===== config.mk =====
export PLATFORM = sky130hd
export DESIGN_NAME = tick_sample_pacer
export DESIGN_NICKNAME = d
export VERILOG_FILES = /design/src/rtl/tick_pacer_pkg.sv /design/src/rtl/tick_sample_pacer_sync_fifo.sv /design/src/rtl/tick_sample_pacer.sv
export SDC_FILE = /design/constraint.sdc
export NUM_CORES = 1
export LEC_CHECK = 0
export BUFFER_PORTS_ARGS = -buffer_cell sky130_fd_sc_hd__buf_2
export CORE_ASPECT_RATIO = 1.4
export CORE_MARGIN = 1
export CORE_UTILIZATION = 45
export CTS_CLUSTER_SIZE = 14
export DETAILED_ROUTE_END_ITERATION = 7
export GPL_ROUTABILITY_DRIVEN = 0
export GPL_TIMING_DRIVEN = 0
export PLACE_DENSITY = 0.65
export RECOVER_POWER = 25
export REMOVE_ABC_BUFFERS = 1
export SETUP_SLACK_MARGIN = 0.02
export SYNTH_ARGS = -nofsm -noshare
export SYNTH_HDL_FRONTEND = slang
export SYNTH_SLANG_ARGS = --single-unit

===== constraint.sdc =====
create_clock -name clk -period 6.88 [get_ports clk]
set_input_delay 1.032 -clock clk [delete_from_list [all_inputs] [get_ports clk]]
set_output_delay 1.032 -clock clk [all_outputs]
set_load 0.02 [all_outputs]

===== src/rtl/tick_pacer_pkg.sv =====
// Shared definitions for the tick-paced sample stage: FSM encoding and the
// occupancy/pointer width helper used by both the pacer and its FIFO.
package tick_pacer_pkg;

    localparam logic ST_FILL = 1'b0;
    localparam logic ST_RUN  = 1'b1;

    typedef enum logic {
        FILL = ST_FILL,
        RUN  = ST_RUN
    } state_e;

    // One extra bit beyond the address so that a full FIFO (level == DEPTH) is representable.
    function automatic int lvl_w(input int depth);
        return $clog2(depth) + 1;
    endfunction

endpackage


===== src/rtl/tick_sample_pacer_sync_fifo.sv =====
// Single-clock FIFO for the pacer: registered pointers/level, head word read
// combinationally from the read pointer (no write-to-read bypass).
module sync_fifo
    import tick_pacer_pkg::*;
#(
    parameter int WIDTH = 8,
    parameter int DEPTH = 16
) (
    input  logic                     clk,
    input  logic                     rst,
    input  logic                     push,
    input  logic [WIDTH-1:0]         push_data,
    input  logic                     pop,
    output logic [WIDTH-1:0]         head,
    output logic [lvl_w(DEPTH)-1:0]  level,
    output logic                     full,
    output logic                     empty
);

    localparam int LW = lvl_w(DEPTH);
    localparam int AW = $clog2(DEPTH);

    logic [WIDTH-1:0] mem_q [DEPTH];
    logic [LW-1:0]    wr_ptr_q, wr_ptr_d;
    logic [LW-1:0]    rd_ptr_q, rd_ptr_d;
    logic [LW-1:0]    level_q, level_d;
    logic             push_en, pop_en;

    assign full    = (level_q == LW'(DEPTH));
    assign empty   = (level_q == '0);
    assign push_en = push && !full;
    assign pop_en  = pop && !empty;
    assign head    = mem_q[rd_ptr_q[AW-1:0]];
    assign level   = level_q;

    always_comb begin
        wr_ptr_d = wr_ptr_q + LW'(push_en);
        rd_ptr_d = rd_ptr_q + LW'(pop_en);
        level_d  = level_q + LW'(push_en) - LW'(pop_en);
    end

    always_ff @(posedge clk or posedge rst) begin
        if (rst) begin
            wr_ptr_q <= '0;
            rd_ptr_q <= '0;
            level_q  <= '0;
        end else begin
            wr_ptr_q <= wr_ptr_d;
            rd_ptr_q <= rd_ptr_d;
            level_q  <= level_d;
        end
    end

    // Storage is data only; reset discards contents by clearing the pointers.
    always_ff @(posedge clk) begin
        if (push_en) begin
            mem_q[wr_ptr_q[AW-1:0]] <= push_data;
        end
    end

endmodule


===== src/rtl/tick_sample_pacer.sv =====
// Releases one buffered sample per tick to the DAC interface after a prefill,
// holding the output between ticks and flagging underruns.
module tick_sample_pacer
    import tick_pacer_pkg::*;
#(
    parameter int               WIDTH       = 8,
    parameter int               DEPTH       = 16,
    parameter int               START_LEVEL = 8,
    parameter logic [WIDTH-1:0] IDLE_VALUE  = '0
) (
    input  logic                     clk,
    input  logic                     rst,
    input  logic                     tick,
    input  logic [WIDTH-1:0]         s_data,
    input  logic                     s_valid,
    output logic                     s_ready,
    output logic [WIDTH-1:0]         dac_data,
    output logic                     dac_strobe,
    output logic                     running,
    output logic                     underrun,
    input  logic                     clr_underrun,
    output logic [lvl_w(DEPTH)-1:0]  level
);

    localparam int LW = lvl_w(DEPTH);

    state_e           state_q, state_d;
    logic [WIDTH-1:0] dac_data_q, dac_data_d;
    logic             dac_strobe_q, dac_strobe_d;
    logic             running_q, running_d;
    logic             underrun_q, underrun_d;

    logic [WIDTH-1:0] head;
    logic [LW-1:0]    fifo_level;
    logic             full, empty, push, pop;

    assign s_ready = !full;
    assign push    = s_valid && s_ready;
    assign pop     = (state_q == RUN) && tick && !empty;

    sync_fifo #(
        .WIDTH (WIDTH),
        .DEPTH (DEPTH)
    ) u_fifo (
        .clk       (clk),
        .rst       (rst),
        .push      (push),
        .push_data (s_data),
        .pop       (pop),
        .head      (head),
        .level     (fifo_level),
        .full      (full),
        .empty     (empty)
    );

    always_comb begin
        state_d      = state_q;
        dac_data_d   = dac_data_q;
        dac_strobe_d = 1'b0;
        running_d    = running_q;
        underrun_d   = underrun_q && !clr_underrun;
        case (state_q)
            FILL: begin
                if (fifo_level >= LW'(START_LEVEL)) begin
                    state_d   = RUN;
                    running_d = 1'b1;
                end
            end
            RUN: begin
                if (tick) begin
                    dac_strobe_d = 1'b1;
                    if (!empty) begin
                        dac_data_d = head;
                    end else begin
                        // Starved: emit idle, flag it, and re-prefill before resuming.
                        dac_data_d = IDLE_VALUE;
                        underrun_d = 1'b1;
                        state_d    = FILL;
                        running_d  = 1'b0;
                    end
                end
            end
            default: state_d = FILL;
        endcase
    end

    always_ff @(posedge clk or posedge rst) begin
        if (rst) begin
            state_q      <= FILL;
            dac_data_q   <= IDLE_VALUE;
            dac_strobe_q <= 1'b0;
            running_q    <= 1'b0;
            underrun_q   <= 1'b0;
        end else begin
            state_q      <= state_d;
            dac_data_q   <= dac_data_d;
            dac_strobe_q <= dac_strobe_d;
            running_q    <= running_d;
            underrun_q   <= underrun_d;
        end
    end

    assign dac_data   = dac_data_q;
    assign dac_strobe = dac_strobe_q;
    assign running    = running_q;
    assign underrun   = underrun_q;
    assign level      = fifo_level;

endmodule


==> results.json, run 1 <==
{
  "synthDominantAreaCellType": "sky130_fd_sc_hd__edfxtp_1",
  "ys_types": 34,
  "placed_cells": 500,
  "grt_start_max_net_pins": 34,
  "cts-hold-fix-buffers": 0,
  "netlist_instances": 305,
  "synth.yosys.seq_area_share": 0.734,
  "path_cells": "inv_1 -> ha_1 -> nand4bb_1 -> buf_2",
  "vias": 2888,
  "worst_reg_to_reg_path_cell_count": 11,
  "seq_power_share": 0.443,
  "critPathCaptureType": "output pin",
  "period_minus_slack_ns": 2.71,
  "maxSlewViolCount": 0,
  "synth-edff-count": 128,
  "drtPass1Iterations": 4,
  "timing.critical_path.fanout_max": 6,
  "cp_slowest_cell": "sky130_fd_sc_hd__dfrtp_1",
  "critical_path.top_delay_family": "flip-flops",
  "placementRows": 49,
  "die_span_in_x_um": 100,
  "critPathLaunchType": "register",
  "final_wirelength_mm": 10.8,
  "clock_network_fraction_of_total_power": 0.308,
  "synth_area_per_cell_um2": 20.0,
  "synth_seq_cells": 153,
  "cts_resized": 0,
  "synth.cell_area_um2": 6090,
  "synth_flop_cell": "sky130_fd_sc_hd__edfxtp_1",
  "synth_top_cells_by_area": "sky130_fd_sc_hd__edfxtp_1, sky130_fd_sc_hd__mux4_2, sky130_fd_sc_hd__dfrtp_1, sky130_fd_sc_hd__mux2i_1, sky130_fd_sc_hd__ha_1",
  "floorplan.initialDensity": 0.468,
  "skew_ns": 0.00762,
  "r2r_setup_slack_ns": 4.28,
  "design.final.nets": 367,
  "worst_skew_pair.late_latency_ns": 0.42,
  "critical_path.max_stage_delay_ns": 0.40,
  "grt_pass1_vias": 3034,
  "placeableCoreArea_um2": 13000,
  "leakagePower_nw": 2.43,
  "routedWlPerCell_um": 20.4,
  "cts_tree": "built",
  "share_of_synthesized_flip_flops_with_an_asynchronous_set_or_reset": 0.163,
  "fill_cells": 1050,
  "routed_via_density": 5.43,
  "postCtsSetupRepairBufs": 0,
  "grt_first_pass_wirelength_mm": 16.9,
  "crit-reg2reg-launch": "u_fifo.level[2]",
  "number_of_buffers_created_by_cts": 17,
  "comb_power_share": 0.249,
  "die_y_um": 140,
  "clkSlewWorstSetupHoldPaths_ns": 0.06,
  "post_route_cells_drive_above_1_share": 0.257,
  "timing.critical_path.depth": 4,
  "vdd_ir_drop_max_v": 0.000184,
  "outcome": "finished, final reports clean",
  "antenna_left": 0,
  "finalCritPeriodShare": 0.394,
  "numPortBuffers": 29,
  "htreeDepth": 4,
  "switching_share": 0.309,
  "design.die.area_um2": 14000,
  "cts_sinks": 153,
  "overflow": 0,
  "drc": 0,
  "max_clock_freq_mhz": 369,
  "finalSetupViolCount": 0,
  "drv.max_cap_violation_count": 0,
  "worstPathBufferInverterCount": 2,
  "clock_path_buffers": 2,
  "rr_endpoint": "u_fifo.level[4]",
  "final.setup.tns_ns": 0,
  "boundaryPins": 30,
  "dr.first_iter.drc_count": 183,
  "timing.critical_path.required_ns": 5.85,
  "timing_worst_slew_pin_value_ns": 1.12,
  "slew-limit-headroom": 0.254,
  "yosys_warnings": 0,
  "antenna_found_initial": 0,
  "final-hold-violation-count": 0,
  "synth_top_area_frac": 0.632,
  "power.switching_uw": 927,
  "timing.hold.worst.class": "reg2reg",
  "diodes": 0,
  "grt.total_usage": 0.172,
  "critPathArrivalTime_ns": 1.68,
  "grt_setup_unrepaired": "no",
  "dpl.hpwl_mm": 7.04,
  "layout-area-overhead-vs-synth_pct": 14.6,
  "worst-setup-path-type": "reg2out",
  "clockRootBuffer": "sky130_fd_sc_hd__clkbuf_16",
  "p_per_area_nw_per_um2": 431,
  "layout.cells.non_filler": 532,
  "critPathLaunch": "u_fifo.level[2]",
  "total_power_consumption_of_the_routed_design_mw": 3.00,
  "cellInternalPower_mw": 2.08,
  "crit_end": "s_ready"
}
==> layer usage <==
metal | track usage | vias to the layer above | wire length [um] | part of all wire
met5 | 0 | - | 0 | 0
met4 | 0.0786 | 0 | 239 | 0.022
met3 | 0.0422 | 18 | 480 | 0.044
met2 | 0.306 | 75 | 5940 | 0.55
met1 | 0.193 | 1495 | 4190 | 0.39
li1 | - | 1300 | - | -
==> placed cells by master, fill, tap and decap left out, types with 2 or more instances in the layout <==
master	n
sky130_fd_sc_hd__nor2_1	13
sky130_fd_sc_hd__inv_1	12
sky130_fd_sc_hd__buf_2	22
sky130_fd_sc_hd__clkinvlp_4	5
sky130_fd_sc_hd__bufinv_16	2
sky130_fd_sc_hd__nor3_2	2
sky130_fd_sc_hd__nand4bb_1	2
sky130_fd_sc_hd__nand2b_1	2
sky130_fd_sc_hd__xnor2_1	3
sky130_fd_sc_hd__ha_1	12
sky130_fd_sc_hd__mux4_2	30
sky130_fd_sc_hd__nor3_1	2
sky130_fd_sc_hd__clkbuf_1	7
sky130_fd_sc_hd__edfxtp_1	128
sky130_fd_sc_hd__buf_4	2
sky130_fd_sc_hd__a21oi_1	2
sky130_fd_sc_hd__inv_6	5
sky130_fd_sc_hd__mux2i_1	16
sky130_fd_sc_hd__nand4b_1	2
sky130_fd_sc_hd__o221ai_1	8
sky130_fd_sc_hd__dfrtp_2	2
sky130_fd_sc_hd__dfrtp_1	23
sky130_fd_sc_hd__nand3_1	3
sky130_fd_sc_hd__nand2_1	10
sky130_fd_sc_hd__mux4_1	2
sky130_fd_sc_hd__clkbuf_16	17
sky130_fd_sc_hd__xor2_1	4
==> Yosys cell counts (2+ instances only) <==
master	n
sky130_fd_sc_hd__inv_1	12
sky130_fd_sc_hd__nand2_1	10
sky130_fd_sc_hd__buf_12	2
sky130_fd_sc_hd__nand2b_1	2
sky130_fd_sc_hd__mux4_1	2
sky130_fd_sc_hd__nand4bb_1	2
sky130_fd_sc_hd__ha_1	12
sky130_fd_sc_hd__nand3_1	3
sky130_fd_sc_hd__a21oi_1	2
sky130_fd_sc_hd__buf_2	5
sky130_fd_sc_hd__clkbuf_1	6
sky130_fd_sc_hd__xnor2_1	3
sky130_fd_sc_hd__xor2_1	4
sky130_fd_sc_hd__nand4b_1	2
sky130_fd_sc_hd__edfxtp_1	128
sky130_fd_sc_hd__o221ai_1	8
sky130_fd_sc_hd__mux4_2	30
sky130_fd_sc_hd__dfrtp_1	25
sky130_fd_sc_hd__nor3_1	4
sky130_fd_sc_hd__nor2_1	13
sky130_fd_sc_hd__buf_6	2
sky130_fd_sc_hd__mux2i_1	16
==> layout make-up <==
class	instances	area, um2	share of cell area
clock buffers	17	425	0.0610
clock inverters	15	165	0.0237
inverters	12	45.0	0.00646
multi-input cells	125	1470	0.211
flip-flops and latches	153	4470	0.641
well taps	178	223	0.0319
repair buffers	32	171	0.0246
==> state kept, by name (all words and copies together), names as in the netlist <==
register	count
running	1
u_fifo.rd_ptr_q	4
state_q	1
dac_strobe	1
u_fifo.wr_ptr_q	4
u_fifo.mem_q	128
underrun	1
dac_data	8
u_fifo.level	5
==> stage by stage <==
stage	hold WS, ns	setup slack (ns)	util	instance area (um2)
after floorplan	0.485	4.21	-	5980
after global placement	0.474	3.67	0.488	6340
after detailed placement	0.473	3.83	0.491	6390
after CTS	0.493	4.13	0.537	6980
after global routing	0.508	4.06	0.536	6970
final	0.486	4.17	0.536	6970
==> power by group through the flow <==
stage | clock (mW) | sequential [mW] | combinational (mW)
6_report | 0.924 | 1.33 | 0.749
2_1_floorplan | 0 | 1.37 | 0.480
3_3_place_gp | 0 | 1.38 | 0.711
3_5_place_dp | 0 | 1.36 | 0.760
5_1_grt | 0.974 | 1.36 | 0.824
4_1_cts | 0.942 | 1.34 | 0.764
==> worst min-delay path, stage by stage (launching register included) <==
cell and delay [ns]:
sky130_fd_sc_hd__dfrtp_1 0.34, sky130_fd_sc_hd__nand2_1 0.05, sky130_fd_sc_hd__o221ai_1 0.06
==> cell families after synthesis <==
family,share of synthesized area
AO/OA/AOI/OAI,0.0206
flip-flops,0.734
adder cells (fa/ha/maj),0.0280
buffers and inverters,0.0255
AND/OR/NAND/NOR,0.0356
XOR/XNOR,0.0101
multiplexers,0.146
==> worst min-delay path by stage <==
stage,endpoint,cells after the start,slack (ns),from
6_report,dac_data[6],2,0.49,dac_data[6]
3_3_place_gp,dac_data[1],2,0.47,dac_data[1]
4_1_cts,dac_data[6],2,0.49,dac_data[6]
2_1_floorplan,u_fifo.rd_ptr_q[0],1,0.48,u_fifo.rd_ptr_q[0]
5_1_grt,dac_data[6],2,0.51,dac_data[6]
3_5_place_dp,dac_data[6],2,0.47,dac_data[6]
Power figures use the tool's default switching activity.
==> inputs of run 2 (changes only) <==
==> constraint.sdc (replaced) <==
create_clock -name clk -period 2.71 [get_ports clk]
set_input_delay 0.4065 -clock clk [delete_from_list [all_inputs] [get_ports clk]]
set_output_delay 0.4065 -clock clk [all_outputs]
set_load 0.02 [all_outputs]
==> results.json, run 2 (synthesis results as in run 1) <==
{
  "outcome": "finished, final reports clean",
  "floorplan.initialDensity": 0.468,
  "clock_network_fraction_of_total_power": 0.306,
  "largest_reg_flops": 128,
  "finalSetupViolCount": 0,
  "comb_power_share": 0.251,
  "htreeDepth": 4,
  "placementRows": 49,
  "cts_tree": "built",
  "grt_pass1_vias": 3028,
  "critPathCaptureType": "register",
  "switching_share": 0.309,
  "drc": 0,
  "antenna_left": 0,
  "area.sequential_um2": 4470,
  "post_route_cells_drive_above_1_share": 0.263,
  "seq_power_share": 0.442,
  "placed_cells": 500,
  "worst_skew_pair.late_latency_ns": 0.42,
  "setup_slack_ns": 0.225,
  "finalHoldWorstSlack_ns": 0.169,
  "vias": 2868,
  "dpl.hpwl_mm": 7.04,
  "postCtsSetupRepairBufs": 0,
  "skew_ns": 0.00791,
  "design.die.area_um2": 14000,
  "cts_sinks": 153,
  "leakagePower_nw": 2.44,
  "numPortBuffers": 29,
  "worst_reg_to_reg_path_cell_count": 11,
  "drv.max_cap_violation_count": 0,
  "maxSlewViolCount": 0,
  "layout-area-overhead-vs-synth_pct": 14.8,
  "period_minus_slack_ns": 2.49,
  "final_wirelength_mm": 10.8,
  "number_of_instances_on_the_worst_hold_path": 2,
  "final-hold-violation-count": 0,
  "timing_worst_slew_pin_value_ns": 1.09,
  "cellInternalPower_mw": 5.28,
  "antenna_found_initial": 0,
  "routedWlPerCell_um": 20.4,
  "p_per_area_nw_per_um2": 1090,
  "grt_setup_unrepaired": "no",
  "dr.first_iter.drc_count": 157,
  "max_clock_freq_mhz": 402,
  "vdd_ir_drop_max_v": 0.000465,
  "overflow": 0,
  "boundaryPins": 30,
  "critPathArrivalTime_ns": 2.78,
  "post-place-ws_ns": -0.00141,
  "final.setup.tns_ns": 0,
  "clockRootBuffer": "sky130_fd_sc_hd__clkbuf_16",
  "routed_via_density": 5.39,
  "grt_start_max_net_pins": 34,
  "power.switching_mw": 2.37,
  "clock_path_buffers": 2,
  "diodes": 0,
  "cts-hold-fix-buffers": 0,
  "design.final.nets": 367,
  "die_y_um": 140,
  "worst-setup-path-type": "reg2reg",
  "multi_input_area_um2": 1490,
  "drtPass1Iterations": 4,
  "timing.hold.worst.class": "in2reg",
  "clkSlewWorstSetupHoldPaths_ns": 0.06,
  "slew-limit-headroom": 0.270,
  "placeableCoreArea_um2": 13000,
  "number_of_buffers_created_by_cts": 17,
  "timing.critical_path.required_ns": 3.01,
  "fill_cells": 1045,
  "grt.total_usage": 0.173,
  "critPathLaunchType": "register",
  "die_span_in_x_um": 100,
  "grt_first_pass_wirelength_mm": 16.9,
  "most_frequent_standard_cell_in_the_layout_excluding_fill_and_tap_cells": "sky130_fd_sc_hd__edfxtp_1",
  "finalCritPeriodShare": 0.917,
  "timing.critical_path.fanout_max": 4,
  "layout_common_cells": "sky130_fd_sc_hd__edfxtp_1, sky130_fd_sc_hd__mux4_2, sky130_fd_sc_hd__dfrtp_1",
  "layout.cells.non_filler": 532
}
-- run 2: worst paths after layout --
kind                                       from                  to  slack, ns
worst max-delay path            u_fifo.level[2]     u_fifo.level[4]       0.22
worst min-delay path               clr_underrun            underrun       0.17
max in group asynchronous                   rst  u_fifo.rd_ptr_q[3]       1.83
min in group asynchronous                   rst          dac_strobe       0.21
worst min register to register      dac_data[6]         dac_data[6]       0.49
worst max register to register  u_fifo.level[2]     u_fifo.level[4]       0.22
-- run 2: through the flow --
step                 util  total power [mW]  cell area (um2)
floorplan               -              4.70             5980
global placement    0.488              5.30             6340
detailed placement  0.491              5.37             6390
CTS                 0.537              7.73             6980
global route        0.538              8.04             6990
finish              0.538              7.65             6990
-- run 2: layout make-up --
cell class / instances / share of cell area
Clock inverter: 15 / 0.0236
Sequential cell: 153 / 0.640
Multi-Input combinational cell: 125 / 0.213
Inverter: 12 / 0.00645
Tap cell: 178 / 0.0319
Timing Repair Buffer: 32 / 0.0245
Clock buffer: 17 / 0.0609
-- run 2: routing by layer --
metal	vias to the layer above	wire length, um	track usage
met4	0	255	0.0786
met1	1486	4300	0.193
li1	1295	-	-
met5	-	0	0
met3	20	382	0.0437
met2	67	5900	0.306
-- run 2: what timing repair did --
action / 4_1_cts / 5_1_grt
endpoints found under the setup margin: 8 / 1
cloned: 0 / 0
pin swaps: 0 / 0
gates resized for setup: 1 / 3
hold endpoints to repair: 0 / 0
-- run 2: worst max-delay path, stage by stage (launching register included) --
cell	delay [ns]
sky130_fd_sc_hd__dfrtp_1	0.40
sky130_fd_sc_hd__inv_1	0.11
sky130_fd_sc_hd__ha_1	0.19
sky130_fd_sc_hd__nor4b_4	0.28
sky130_fd_sc_hd__nor2_2	0.10
sky130_fd_sc_hd__ha_1	0.28
sky130_fd_sc_hd__inv_1	0.04
sky130_fd_sc_hd__ha_1	0.21
sky130_fd_sc_hd__fa_1	0.42
sky130_fd_sc_hd__a21oi_2	0.13
sky130_fd_sc_hd__o21bai_1	0.08
sky130_fd_sc_hd__xnor2_1	0.13
-- run 2: power groups by stage --
stage / clock network (mW) / registers, mW / logic (mW)
floorplan: 0 / 3.48 / 1.22
global placement: 0 / 3.50 / 1.80
detailed placement: 0 / 3.44 / 1.93
CTS: 2.39 / 3.40 / 1.94
global route: 2.48 / 3.45 / 2.11
finish: 2.34 / 3.38 / 1.92
